File: src/rtl/edge_detect_pkg.sv
`default_nettype none
// ============================================================================
//  edge_detect_pkg
//  Mode encodings and helper functions shared by the edge detector files.
//  Rev 1.0
// ============================================================================
package edge_detect_pkg;

  localparam logic [1:0] MODE_OFF  = 2'b00;
  localparam logic [1:0] MODE_POS  = 2'b01;
  localparam logic [1:0] MODE_NEG  = 2'b10;
  localparam logic [1:0] MODE_BOTH = 2'b11;

  // Debounce counter must hold 0..DEBOUNCE-1 and never collapse to zero width.
  function automatic int dcnt_width(input int debounce);
    if (debounce <= 2) return 1;
    return $clog2(debounce);
  endfunction

  function automatic logic mode_rise_en(input logic [1:0] mode);
    return (mode == MODE_POS) || (mode == MODE_BOTH);
  endfunction

  function automatic logic mode_fall_en(input logic [1:0] mode);
    return (mode == MODE_NEG) || (mode == MODE_BOTH);
  endfunction

endpackage : edge_detect_pkg
`default_nettype wire

File: src/rtl/edge_chan.sv
`default_nettype none
// ============================================================================
//  edge_chan
//  One channel: synchroniser, debounce, edge pulses, sticky flag, edge counter.
//  Rev 1.0
// ============================================================================
module edge_chan
  import edge_detect_pkg::*;
#(
  parameter int SYNC_STAGES = 2,
  parameter int DEBOUNCE    = 3,
  parameter int CNT_W       = 8
) (
  input  logic             i_clk,
  input  logic             i_rst_n,
  input  logic             i_din,
  input  logic [1:0]       i_mode,
  input  logic             i_clr,
  output logic             o_q,
  output logic             o_pos,
  output logic             o_neg,
  output logic             o_edge,
  output logic             o_flag,
  output logic [CNT_W-1:0] o_cnt
);

  localparam int                DCNT_W     = dcnt_width(DEBOUNCE);
  localparam logic [DCNT_W-1:0] c_DCNT_MAX = DCNT_W'(DEBOUNCE - 1);
  localparam logic [CNT_W-1:0]  c_CNT_MAX  = '1;

  logic [SYNC_STAGES-1:0] r_sync;
  logic [DCNT_W-1:0]      r_dcnt;
  logic                   r_q;
  logic                   r_pos;
  logic                   r_neg;
  logic                   r_flag;
  logic [CNT_W-1:0]       r_cnt;

  logic                   w_sync_out;
  logic                   w_edge;
  logic                   w_flag_nxt;
  logic [CNT_W-1:0]       w_cnt_nxt;

  assign w_sync_out = r_sync[SYNC_STAGES-1];

  always_ff @(posedge i_clk) begin
    if (!i_rst_n) begin
      r_sync <= '0;
    end else begin
      r_sync <= {r_sync[SYNC_STAGES-2:0], i_din};
    end
  end

  // Q only follows the synchronised input after DEBOUNCE consecutive mismatches.
  always_ff @(posedge i_clk) begin
    if (!i_rst_n) begin
      r_dcnt <= '0;
      r_q    <= 1'b0;
      r_pos  <= 1'b0;
      r_neg  <= 1'b0;
    end else begin
      r_pos <= 1'b0;
      r_neg <= 1'b0;
      if (w_sync_out == r_q) begin
        r_dcnt <= '0;
      end else if (r_dcnt == c_DCNT_MAX) begin
        r_dcnt <= '0;
        r_q    <= w_sync_out;
        r_pos  <= w_sync_out;
        r_neg  <= ~w_sync_out;
      end else begin
        r_dcnt <= r_dcnt + DCNT_W'(1);
      end
    end
  end

  assign w_edge = (r_pos & mode_rise_en(i_mode)) | (r_neg & mode_fall_en(i_mode));

  always_comb begin
    w_flag_nxt = w_edge | (r_flag & ~i_clr);
    w_cnt_nxt  = r_cnt;
    if (i_clr) begin
      w_cnt_nxt = CNT_W'(w_edge);
    end else if (w_edge && (r_cnt != c_CNT_MAX)) begin
      w_cnt_nxt = r_cnt + CNT_W'(1);
    end
  end

  always_ff @(posedge i_clk) begin
    if (!i_rst_n) begin
      r_flag <= 1'b0;
      r_cnt  <= '0;
    end else begin
      r_flag <= w_flag_nxt;
      r_cnt  <= w_cnt_nxt;
    end
  end

  assign o_q    = r_q;
  assign o_pos  = r_pos;
  assign o_neg  = r_neg;
  assign o_edge = w_edge;
  assign o_flag = r_flag;
  assign o_cnt  = r_cnt;

endmodule : edge_chan
`default_nettype wire

File: src/rtl/edge_detect_multi.sv
`default_nettype none
// ============================================================================
//  edge_detect_multi
//  WIDTH independent debounced edge detector channels with flags and counters.
//  Rev 1.0
// ============================================================================
module edge_detect_multi
  import edge_detect_pkg::*;
#(
  parameter int WIDTH       = 4,
  parameter int SYNC_STAGES = 2,
  parameter int DEBOUNCE    = 3,
  parameter int CNT_W       = 8
) (
  input  logic                   Clk,
  input  logic                   Rst_n,
  input  logic [WIDTH-1:0]       Din,
  input  logic [2*WIDTH-1:0]     Mode,
  input  logic [WIDTH-1:0]       Clr,
  output logic [WIDTH-1:0]       Q,
  output logic [WIDTH-1:0]       Pos_pulse,
  output logic [WIDTH-1:0]       Neg_pulse,
  output logic [WIDTH-1:0]       Edge_pulse,
  output logic [WIDTH-1:0]       Event_flag,
  output logic [WIDTH*CNT_W-1:0] Edge_cnt
);

  for (genvar gi = 0; gi < WIDTH; gi++) begin : g_chan
    edge_chan #(
      .SYNC_STAGES (SYNC_STAGES),
      .DEBOUNCE    (DEBOUNCE),
      .CNT_W       (CNT_W)
    ) u_chan (
      .i_clk   (Clk),
      .i_rst_n (Rst_n),
      .i_din   (Din[gi]),
      .i_mode  (Mode[2*gi +: 2]),
      .i_clr   (Clr[gi]),
      .o_q     (Q[gi]),
      .o_pos   (Pos_pulse[gi]),
      .o_neg   (Neg_pulse[gi]),
      .o_edge  (Edge_pulse[gi]),
      .o_flag  (Event_flag[gi]),
      .o_cnt   (Edge_cnt[CNT_W*gi +: CNT_W])
    );
  end : g_chan

endmodule : edge_detect_multi
`default_nettype wire

File: config.mk
export PLATFORM = sky130hd
export DESIGN_NAME = edge_detect_multi
export DESIGN_NICKNAME = d
export VERILOG_FILES = /design/src/rtl/edge_detect_pkg.sv /design/src/rtl/edge_chan.sv /design/src/rtl/edge_detect_multi.sv
export SDC_FILE = /design/constraint.sdc
export NUM_CORES = 1
export LEC_CHECK = 0
export ABC_AREA = 1
export CAP_MARGIN = 20
export CORE_MARGIN = 3
export CORE_UTILIZATION = 45
export CTS_CLUSTER_DIAMETER = 60
export DETAILED_ROUTE_END_ITERATION = 10
export DONT_BUFFER_PORTS = 1
export GPL_TIMING_DRIVEN = 0
export PLACE_DENSITY = 0.64
export SLEW_MARGIN = 40
export SYNTH_ARGS = -nofsm -noshare
export SYNTH_HDL_FRONTEND = slang
export SYNTH_HIERARCHICAL = 1
export SYNTH_SLANG_ARGS = --single-unit
File: constraint.sdc
create_clock -name Clk -period 1.7 [get_ports Clk]
set_input_delay 0.34 -clock Clk [delete_from_list [all_inputs] [get_ports Clk]]
set_output_delay 0.34 -clock Clk [all_outputs]
set_load 0.05 [all_outputs]
==> impl_results.md, run 1 <==
- Gpl congestion: approximately 0.86
- Relative slew slack: 55.0%
- Setup CP Type: reg -> out
- Layout net count: about 460
- Largest net degree at the start of global routing: 25
- Critical path peak fanout: 10
- DR iter-0 viols: 61
- Top Ports: 70
- Reg area: 0.00132 mm^2
- Cell Rows: 29
- Clk_skew: 3.61 ps
- Grt ovf: 0
- WL per Instance: 12.1 um
- CTS hold repair buffers: 0
- Seq/Total Area, Yosys: about two fifths
- P_sw: 566 uW
- CTS root buffer: clkbuf_8
- Cts bufs inserted: 9
- CP delay by family, top: flip-flops
- Layout cells sized above 1: 16.6%
- Core Box Area: around 0.0065 mm^2
- Area Overhead vs Synth: 9.49%
- Synth Area per Inst: 7.32 um^2
- H-tree Lvls: 3
- Finished Core Util: 51.8%
- Critical Path Start Type: register
- Clock sinks: 64
- DP Area: 0.00317 mm^2
- Netlist Area Pre-Place: 0.00307 mm^2
- Area of the multi-input gates: roughly 0.0015 mm^2
- Post-Route WL: 6160 um
- Ant. Diodes: 0
- Vias in the first global route: approximately 2300
- Yosys reg bits: 64
- Outcome: completed
- RSZ-0062 raised after global routing: no
- Max Cap Viol: 0
- Initial core utilization: 47.3%
- CP Data Arrival Time: 1260 ps
- Final instance area: 0.00336 mm^2
- Gate power share: 2.2%
- CTS Buffer Depth: 2
- TritonCTS clock tree: built
- F_max: 624 MHz
- Post-route minimum period: about 1600 ps
- DR pass1 iterations: 4
- Yosys Warn Count: 6
- Hpwl dp: roughly 4500 um
- Syn Inst Count: between 400 and 500
- Critical Path Sink Type: primary output
- P_leak: about 1.3 nW
- Fin. Hold Viols: 0
- Hold crit path type: in -> reg
- Critical path required time: roughly 1400 ps
- Synth Net Count: 446
- Vias per Instance: 5.11
- Die area: between 0.007 and 0.008 mm^2
- Pwr Density: 783 mW/mm^2
- First-pass GRT wire length: 10200 um
- # Post-CTS Setup Buffers: 0
- Yosys cell types: 20
- GR Util All Layers: 16.1%
- Sw frac: 21.5%
- Slowest library cell on the worst path: dfxtp_4
- Die width: ~90 um
- Fillers: 672
- Slew @ Worst Pin: 673 ps
- Internal: 2.07 mW
- Vias post-DR: roughly 2600
- Final cycle utilization of the critical path: 94.3%
- Slowest stage delay, CP: 440 ps
- Clock power share: 40.6%
- # DRC: 0
- CP bufs+invs: 1
- Commonest non-fill, non-tap cells in the layout: nand2_1 (84), nor2_1 (60), inv_1 (56)
- ANT nets after route: 0
- Final setup vio count: 0
- Latest clock arrival within the worst-skew pair: between 300 and 400 ps
- Critical-path cell list: nand2_1, nand2_4, buf_4
- IO Port Bufs: 0
- Final count of pins violating max slew: 0
- Commonest non-fill, non-tap cell in the layout: nand2_1
- Antenna violations before repair: 0
- Max VDD drop: 0.494 mV
- Register share of total power: 57.2%
- Die Ht: 88.6 um
- CTS clk-pin slew, worst paths: roughly 60 ps
per-stage QoR:
step / TNS [ps] / cells / setup WS (ps) / hold WS (ps) / power, mW
3_5_place_dp: -1030 / 497 / -91.1 / 400 / 1.61
4_1_cts: 0 / 511 / 6.17 / 95.6 / 2.70
5_1_grt: 0 / 511 / 5.12 / 102 / 2.76
6_report: 0 / 511 / 97.5 / 120 / 2.63
2_1_floorplan: 0 / 420 / 87.4 / 390 / 1.60
3_3_place_gp: -609 / 497 / -57.0 / 394 / 1.61
registers in the layout, indices dropped and copies added (netlist names):
signal	cells
g_chan.u_chan/o_cnt	32
g_chan.u_chan/o_flag	4
g_chan.u_chan/o_neg	4
g_chan.u_chan/o_pos	4
g_chan.u_chan/o_q	4
g_chan.u_chan/r_dcnt	8
g_chan.u_chan/r_sync	8
worst paths after layout:
path                              startpoint  slack [ps]  cells after the start                         end
setup / recovery      g_chan[2].u_chan/o_neg         100                      3               Edge_pulse[2]
hold / removal                         Rst_n         120                      2  g_chan[2].u_chan/r_sync[1]
setup reg to reg   g_chan[1].u_chan/o_cnt[0]         130                      7   g_chan[1].u_chan/o_cnt[3]
hold reg to reg   g_chan[2].u_chan/r_dcnt[0]         410                      1  g_chan[2].u_chan/r_dcnt[0]
final cells by class:
class / instances / area share, %
Inverter: 64 / 7.14
Clock inverter: 1 / 0.149
Clock buffer: 13 / 4.43
Sequential cell: 64 / 39.3
Buffer: 4 / 0.893
Tap cell: 77 / 2.86
Multi-Input combinational cell: 288 / 45.2
cells in the mapped netlist:
cell type   n  area, um^2
a22oi_1     4        30.0
nand4_1    20         125
buf_4       4        30.0
clkinv_1    4        15.0
nand3_1    36         180
nor4_1      4        25.0
nand2_2    12        75.1
nor3_1      4        20.0
nor2_4      8        90.1
a21oi_2     4        35.0
dfxtp_1    64        1280
nor2_1     60         225
nand2_1    84         315
inv_2       4        15.0
ha_1        8         100
a31oi_1     4        25.0
inv_1      56         210
nand2_4    12         135
o21ai_0     8        40.0
a21oi_1    20         100
power by group through the flow:
stage | Clock (mW) | Combinational, mW | Sequential [mW]
floorplan | 0 | 0.0457 | 1.55
global placement | 0 | 0.0559 | 1.55
detailed placement | 0 | 0.0574 | 1.55
CTS | 1.13 | 0.0578 | 1.51
global route | 1.19 | 0.0686 | 1.51
finish | 1.07 | 0.0582 | 1.51
kinds of logic after synthesis:
| kind of cell | synth area share [%] |
|---|---|
| compound gates | 7.49 |
| buf+inv | 8.79 |
| fa+ha+maj | 3.26 |
| flops | 41.7 |
| simple gates | 38.8 |
per-layer routing:
| layer | track usage [%] | routed length [um] | vias up | part of all wire [%] |
|---|---|---|---|---|
| met5 | 0 | 0 | - | 0 |
| met1 | 20.1 | 2900 | 1172 | 47 |
| li1 | - | - | 1375 | - |
| met4 | 6.32 | 44 | 0 | 0.71 |
| met2 | 26.3 | 2880 | 60 | 47 |
| met3 | 4.47 | 345 | 4 | 5.6 |
timing repair:
item,in CTS,in global routing
gates resized for setup,21,4
setup endpoints to repair,32,4
pin swaps,0,0
Power figures use the tool's default switching activity.
==> run 2: changes to the inputs <==
Settings changed: GPL_TIMING_DRIVEN 0 to not set, TNS_END_PERCENT set to 100.
==> run 2 against run 1 <==
Compared with the run above: non-clock buffer count rose by 40; sequential cell count did not move; register-to-register slack improved by 300 ps; sequential share of layout area is 4.2 points lower; final area grew 8.6%; largest cell class unchanged.
==> impl_results.md, run 2 (synthesis results as in run 1) <==
- Outcome: completed
- Hpwl dp: 4750 um (+6.1%)
- GR Util All Layers: 16.9% (+0.81 points)
- Layout cells sized above 1: 20.8% (+4.2 points)
- CTS root buffer: clkbuf_8
- Die Ht: 88.6 um (unchanged)
- CTS-repair resized insts: 0 (-100%)
- Latest clock arrival within the worst-skew pair: 330 ps (+20 ps)
- Post-Route WL: 6390 um (+3.6%)
- TritonCTS clock tree: built
- Overall power: 2.77 mW (+5.2%)
- Largest net degree at the start of global routing: 25 (unchanged)
- F_max: 724 MHz (+16%)
- Final instance area: 0.00365 mm^2 (+8.6%)
- Final count of pins violating max slew: 0 (unchanged)
- Vias post-DR: 2768 (+6.0%)
- ANT nets after route: 0 (unchanged)
- Vias per Instance: 5.01 (-2.0%)
- Die width: 88.6 um (unchanged)
- First-pass GRT wire length: 10400 um (+2.6%)
- Final cycle utilization of the critical path: 81.2% (-13 points)
- Cts bufs inserted: 9 (unchanged)
- Setup CP Type: reg -> out
- Max VDD drop: 0.545 mV (+10%)
- Max reg flops: 32 (unchanged)
- Commonest non-fill, non-tap cells in the layout: nand2_1 (84), dfxtp_1 (64), nor2_1 (60)
- Critical path peak fanout: 15 (+5)
- IO Port Bufs: 0 (unchanged)
- Commonest non-fill, non-tap cell in the layout: nand2_1
- # Post-CTS Setup Buffers: 0 (unchanged)
- # DRC: 0 (unchanged)
- Ant. Diodes: 0 (unchanged)
- Max Cap Viol: 0 (unchanged)
- Core Box Area: 0.00649 mm^2 (unchanged)
- Grt ovf: 0 (unchanged)
- Post-route minimum period: 1380 ps (-222 ps)
- Critical Path Start Type: register
- CTS clk-pin slew, worst paths: 60 ps (about the same)
- CP Data Arrival Time: 1040 ps (-220 ps)
- Hold crit path type: in -> reg
- H-tree Lvls: 3 (unchanged)
- WL per Instance: 11.5 um (-4.2%)
- Antenna violations before repair: 0 (unchanged)
- Vias in the first global route: 2396 (+2.8%)
- Fin. Hold Viols: 0 (unchanged)
- Final setup vio count: 0 (unchanged)
- Worst slack, placed: 464 ps (+555 ps)
- CTS Buffer Depth: 2 (unchanged)
- Layout net count: 497 (+8.8%)
- P_leak: 1.56 nW (+17%)
- Clk_skew: 6.77 ps (+3.17 ps)
- RSZ-0062 raised after global routing: no
- Critical path required time: 1360 ps (about the same)
- Die area: 0.00786 mm^2 (unchanged)
- Finished Core Util: 56.3% (+4.4 points)
- Pwr Density: 759 mW/mm^2 (-3.1%)
- Top Ports: 70 (unchanged)
- R2R Setup Slk: 430 ps (+300 ps)
- Relative slew slack: 65.9% (+11 points)
- DR iter-0 viols: 106 (+74%)
- Gpl congestion: 0.853 (-1.4%)
- Clock sinks: 64 (unchanged)
- Area Overhead vs Synth: 18.9%
- DP Area: 0.00347 mm^2 (+9.5%)
- Slew @ Worst Pin: 511 ps (-163 ps)
- Cell Rows: 29 (unchanged)
- Initial core utilization: 47.3% (unchanged)
- Critical Path Sink Type: primary output
- Setup ws final: 319 ps (+222 ps)
- Setup TNS: 0 ps (unchanged)
- DR pass1 iterations: 4 (unchanged)
- CTS hold repair buffers: 0 (unchanged)
[run 2: changes by cell type in the layout (fill, tap and decap cells not counted)]
cell / before / now
clkinv_2: 1 / 3
dfxtp_1: 47 / 64
clkbuf_8: 10 / 12
dfxtp_2: 9 / 0
clkbuf_1: 3 / 1
dfxtp_4: 8 / 0
buf_4: 4 / 44
[run 2: layout make-up]
type                            instances  area, um^2
Clock buffer                           13         169
Clock inverter                          3        15.0
Fill cell                             612        2840
Inverter                               64         240
Multi-Input combinational cell        288        1520
Sequential cell                        64        1280
Tap cell                               77        96.3
Timing Repair Buffer                   44         330
[run 2: stage by stage]
step | cells | hold WS, ps
floorplan | 420 | 390
global placement | 537 | 398
detailed placement | 537 | 396
CTS | 553 | 82.1
global route | 553 | 84.7
finish | 553 | 103
[run 2: report_power, final]
part | internal, mW | total, mW | leakage, nW | switching [mW]
Clock | 0.642 | 1.19 | 0.0992 | 0.552
Sequential | 1.51 | 1.52 | 0.517 | 0.00547
Combinational | 0.0170 | 0.0605 | 0.944 | 0.0435
Total | 2.17 | 2.77 | 1.56 | 0.601
[run 2: critical path, cell delays in order, from the launching register on]
cell	delay, ps
dfxtp_1	350
nand2_1	90
nand2_4	270
[run 2: path summary, 6_finish.rpt]
| kind | startpoint | to | cells after the start |
|---|---|---|---|
| worst min-delay path | Rst_n | g_chan[2].u_chan/r_sync[1] | 2 |
| worst max-delay path | g_chan[0].u_chan/o_neg | Edge_pulse[0] | 2 |
| worst max register to register | g_chan[0].u_chan/o_cnt[1] | g_chan[0].u_chan/o_cnt[3] | 7 |
| worst min register to register | g_chan[1].u_chan/r_dcnt[0] | g_chan[1].u_chan/r_dcnt[0] | 1 |
[run 2: per-layer routing]
layer | wire (um) | part of all wire [%] | global-route usage, %
met2 | 3060 | 48 | 27.4
met3 | 358 | 5.6 | 3.26
met4 | 131 | 2.1 | 8.65
met1 | 2840 | 44 | 21.4
met5 | 0 | 0 | 0
==> run 3: changes to the inputs <==
Settings changed: PLACE_DENSITY 0.64 to 0.66.
Clock period 1.7 ns to 1.2 ns, I/O delays scaled along.
==> run 3 against run 2 <==
Compared with the run above: the run now ends with negative setup slack left; sequential power grew 39%; clock skew grew 3.4 ps; via count increased by 5.1%; critical endpoint is now g_chan[2].u_chan/o_cnt[7]; wire length rose by 12%; final area increased by 14%; critical path depth up 6; final cell count rose by 4.3%; highest routed layer unchanged.
==> impl_results.md, run 3 (synthesis results as in run 1) <==
- First-pass GRT wire length: 11500 um (+10%)
- R2R Setup Slk: -30 ps (-460 ps)
- GR Util All Layers: 18.6% (+1.7 points)
- Max VDD drop: 0.644 mV (+18%)
- F_max: 813 MHz
- DR iter-0 viols: 57 (-46%)
- Clk_skew: 10.2 ps (+3.41 ps)
- Antenna violations before repair: 0 (unchanged)
- Slew @ Worst Pin: 336 ps (-175 ps)
- Final count of pins violating max slew: 0 (unchanged)
- Setup TNS: -65.3 ps (-65.3 ps)
- Fin cells: 577 (+4.3%)
- Ant. Diodes: 0 (unchanged)
- Critical path peak fanout: 5 (-10)
- Critical path required time: 1430 ps (+70 ps)
- Grt ovf: 0 (unchanged)
- Core Box Area: 0.00649 mm^2 (unchanged)
- Vias per Instance: 5.04 (+0.69%)
- Gate power share: 2.7% (+0.5 points)
- Critical hold path startpoint: Rst_n
- Hpwl dp: 4920 um (+3.5%)
- Critical Path Sink Type: register
- Hold crit path type: in -> reg
- Critical Path Start Type: register
- Clock power share: 40.9% (-2.2 points)
- Relative slew slack: 77.6% (+12 points)
- Hold path cells: 2 (unchanged)
- Failing checks: negative setup slack
- Hold EP: g_chan[2].u_chan/r_sync[0]
- Layout net count: 521 (+4.8%)
- Post-Route WL: 7120 um (+12%)
- Fin. Hold Viols: 0 (unchanged)
- H-tree Lvls: 3 (unchanged)
- Top Ports: 70 (unchanged)
- FF-to-FF path depth: 8 (+1)
- IO Port Bufs: 0 (unchanged)
- Sw frac: 23.4% (+1.7 points)
- CTS Buffer Depth: 2 (unchanged)
- Max Cap Viol: 0 (unchanged)
- CP delay by family, top: simple AND/OR/NAND/NOR gates
- WL per Instance: 12.3 um (+6.9%)
- Clock sinks: 64 (unchanged)
- CTS root buffer: clkbuf_8
- Cts bufs inserted: 9 (unchanged)
- Gpl congestion: 0.842 (-1.2%)
- Slowest library cell on the worst path: dfxtp_4
- Worst slack, placed: 1.39 ps (-463 ps)
- Register share of total power: 56.4% (+1.7 points)
- Internal: 2.87 mW (+32%)
- TritonCTS clock tree: built
- DR pass1 iterations: 4 (unchanged)
- P_sw: 875 uW (+46%)
- Area Overhead vs Synth: 36.0%
- RSZ-0062 raised after global routing: yes
- CP bufs+invs: 0 (unchanged)
- Initial core utilization: 47.3% (unchanged)
- Placed insts: 546 (+1.7%)
- Vias post-DR: 2908 (+5.1%)
- RR Endpoint: g_chan[2].u_chan/o_cnt[7]
- Die Ht: 88.6 um (unchanged)
- Max reg flops: 32 (unchanged)
- CP Data Arrival Time: 1460 ps (+420 ps)
- Final cycle utilization of the critical path: 102%
- Largest net degree at the start of global routing: 19 (-24%)
- Critical-path cell list: ha_4, nand2_4, nor2_4, nand2_4, nand2_4, nor2_1, nor2_1, nor2_1
- Setup ws final: -30.0 ps (-349 ps)
- Outcome: complete, but fails checks
- P_leak: 1.83 nW (+17%)
- Post-route minimum period: 1230 ps
- Die width: 88.6 um (unchanged)
- Slowest stage delay, CP: 380 ps (+30 ps)
- Vias in the first global route: 2692 (+12%)
- CTS clk-pin slew, worst paths: 70 ps (about the same)
- ANT nets after route: 0 (unchanged)
- Cell Rows: 29 (unchanged)
- Commonest non-fill, non-tap cells in the layout: nand2_1 (76), nor2_1 (58), inv_1 (56)
- RR Startpoint: g_chan[2].u_chan/o_cnt[1]
- Pwr Density: 895 mW/mm^2 (+18%)
- Die area: 0.00786 mm^2 (unchanged)
- Final setup vio count: 5 (+5)
- Setup CP Type: reg -> reg
- Commonest non-fill, non-tap cell in the layout: nand2_1
- Latest clock arrival within the worst-skew pair: 340 ps (about the same)
- Layout cells sized above 1: 37.0% (+16 points)
- # DRC: 0 (unchanged)
[run 3: cell count changes in the layout (fill, tap and decap cells not counted), sizes merged]
cell         previous run  this run
buf                    44        61
clkbuf                 13        11
clkinv                  7         9
dlygate4sd3             0         3
nand2                 108       112
[run 3: through the flow]
step,util [%],hold WS (ps),total power [mW],area (um^2)
after floorplan,-,333,2.23,3270
after global routing,64.3,14.1,3.91,4180
after detailed placement,58.1,342,2.25,3770
after global placement,58.1,337,2.25,3770
final,64.3,22.0,3.74,4180
after CTS,62.6,3.57,3.81,4070
[run 3: worst max-delay path by stage]
stage                                         start                   endpoint  slack (ps)  depth (start not counted)
after floorplan           g_chan[0].u_chan/o_cnt[0]  g_chan[0].u_chan/o_cnt[7]         -50                          8
after global placement    g_chan[0].u_chan/o_cnt[0]  g_chan[0].u_chan/o_cnt[7]          40                          8
after detailed placement  g_chan[3].u_chan/o_cnt[0]  g_chan[3].u_chan/o_cnt[4]           1                          8
after CTS                    g_chan[1].u_chan/o_neg              Edge_pulse[1]         -20                          3
after global routing      g_chan[2].u_chan/o_cnt[1]  g_chan[2].u_chan/o_cnt[5]         -90                          8
final                     g_chan[2].u_chan/o_cnt[1]  g_chan[2].u_chan/o_cnt[7]         -30                          8
[run 3: power by group through the flow]
| stage | sequential (mW) | clock [mW] | combinational (mW) |
|---|---|---|---|
| 4_1_cts | 2.11 | 1.60 | 0.100 |
| 3_3_place_gp | 2.16 | 0 | 0.0862 |
| 2_1_floorplan | 2.16 | 0 | 0.0647 |
| 5_1_grt | 2.11 | 1.69 | 0.118 |
| 3_5_place_dp | 2.16 | 0 | 0.0892 |
| 6_report | 2.11 | 1.53 | 0.102 |
[run 3: area by class of cell]
class                      instances  area, um^2
tap                               77        96.3
inverter                          64         240
fill                             559        2320
sequential                        64        1380
multi-input combinational        292        1720
timing repair buffer              64         587
clock inverter                     5        25.0
clock buffer                      11         131
[run 3: per-layer routing]
layer,part of all wire [%],track usage [%],up-vias
met5,0,0,-
met4,1.1,7.55,0
met3,5.9,5.12,8
met2,48,30.7,84
met1,45,23.0,1300
li1,-,-,1516
[run 3: what timing repair did]
item,CTS,global route
buffers inserted,4,4
hold buffers,3,0
hold endpoints to repair,7,0
setup endpoints to repair,11,41
gates resized for setup,16,18
gates cloned,2,2
pin swaps,14,9
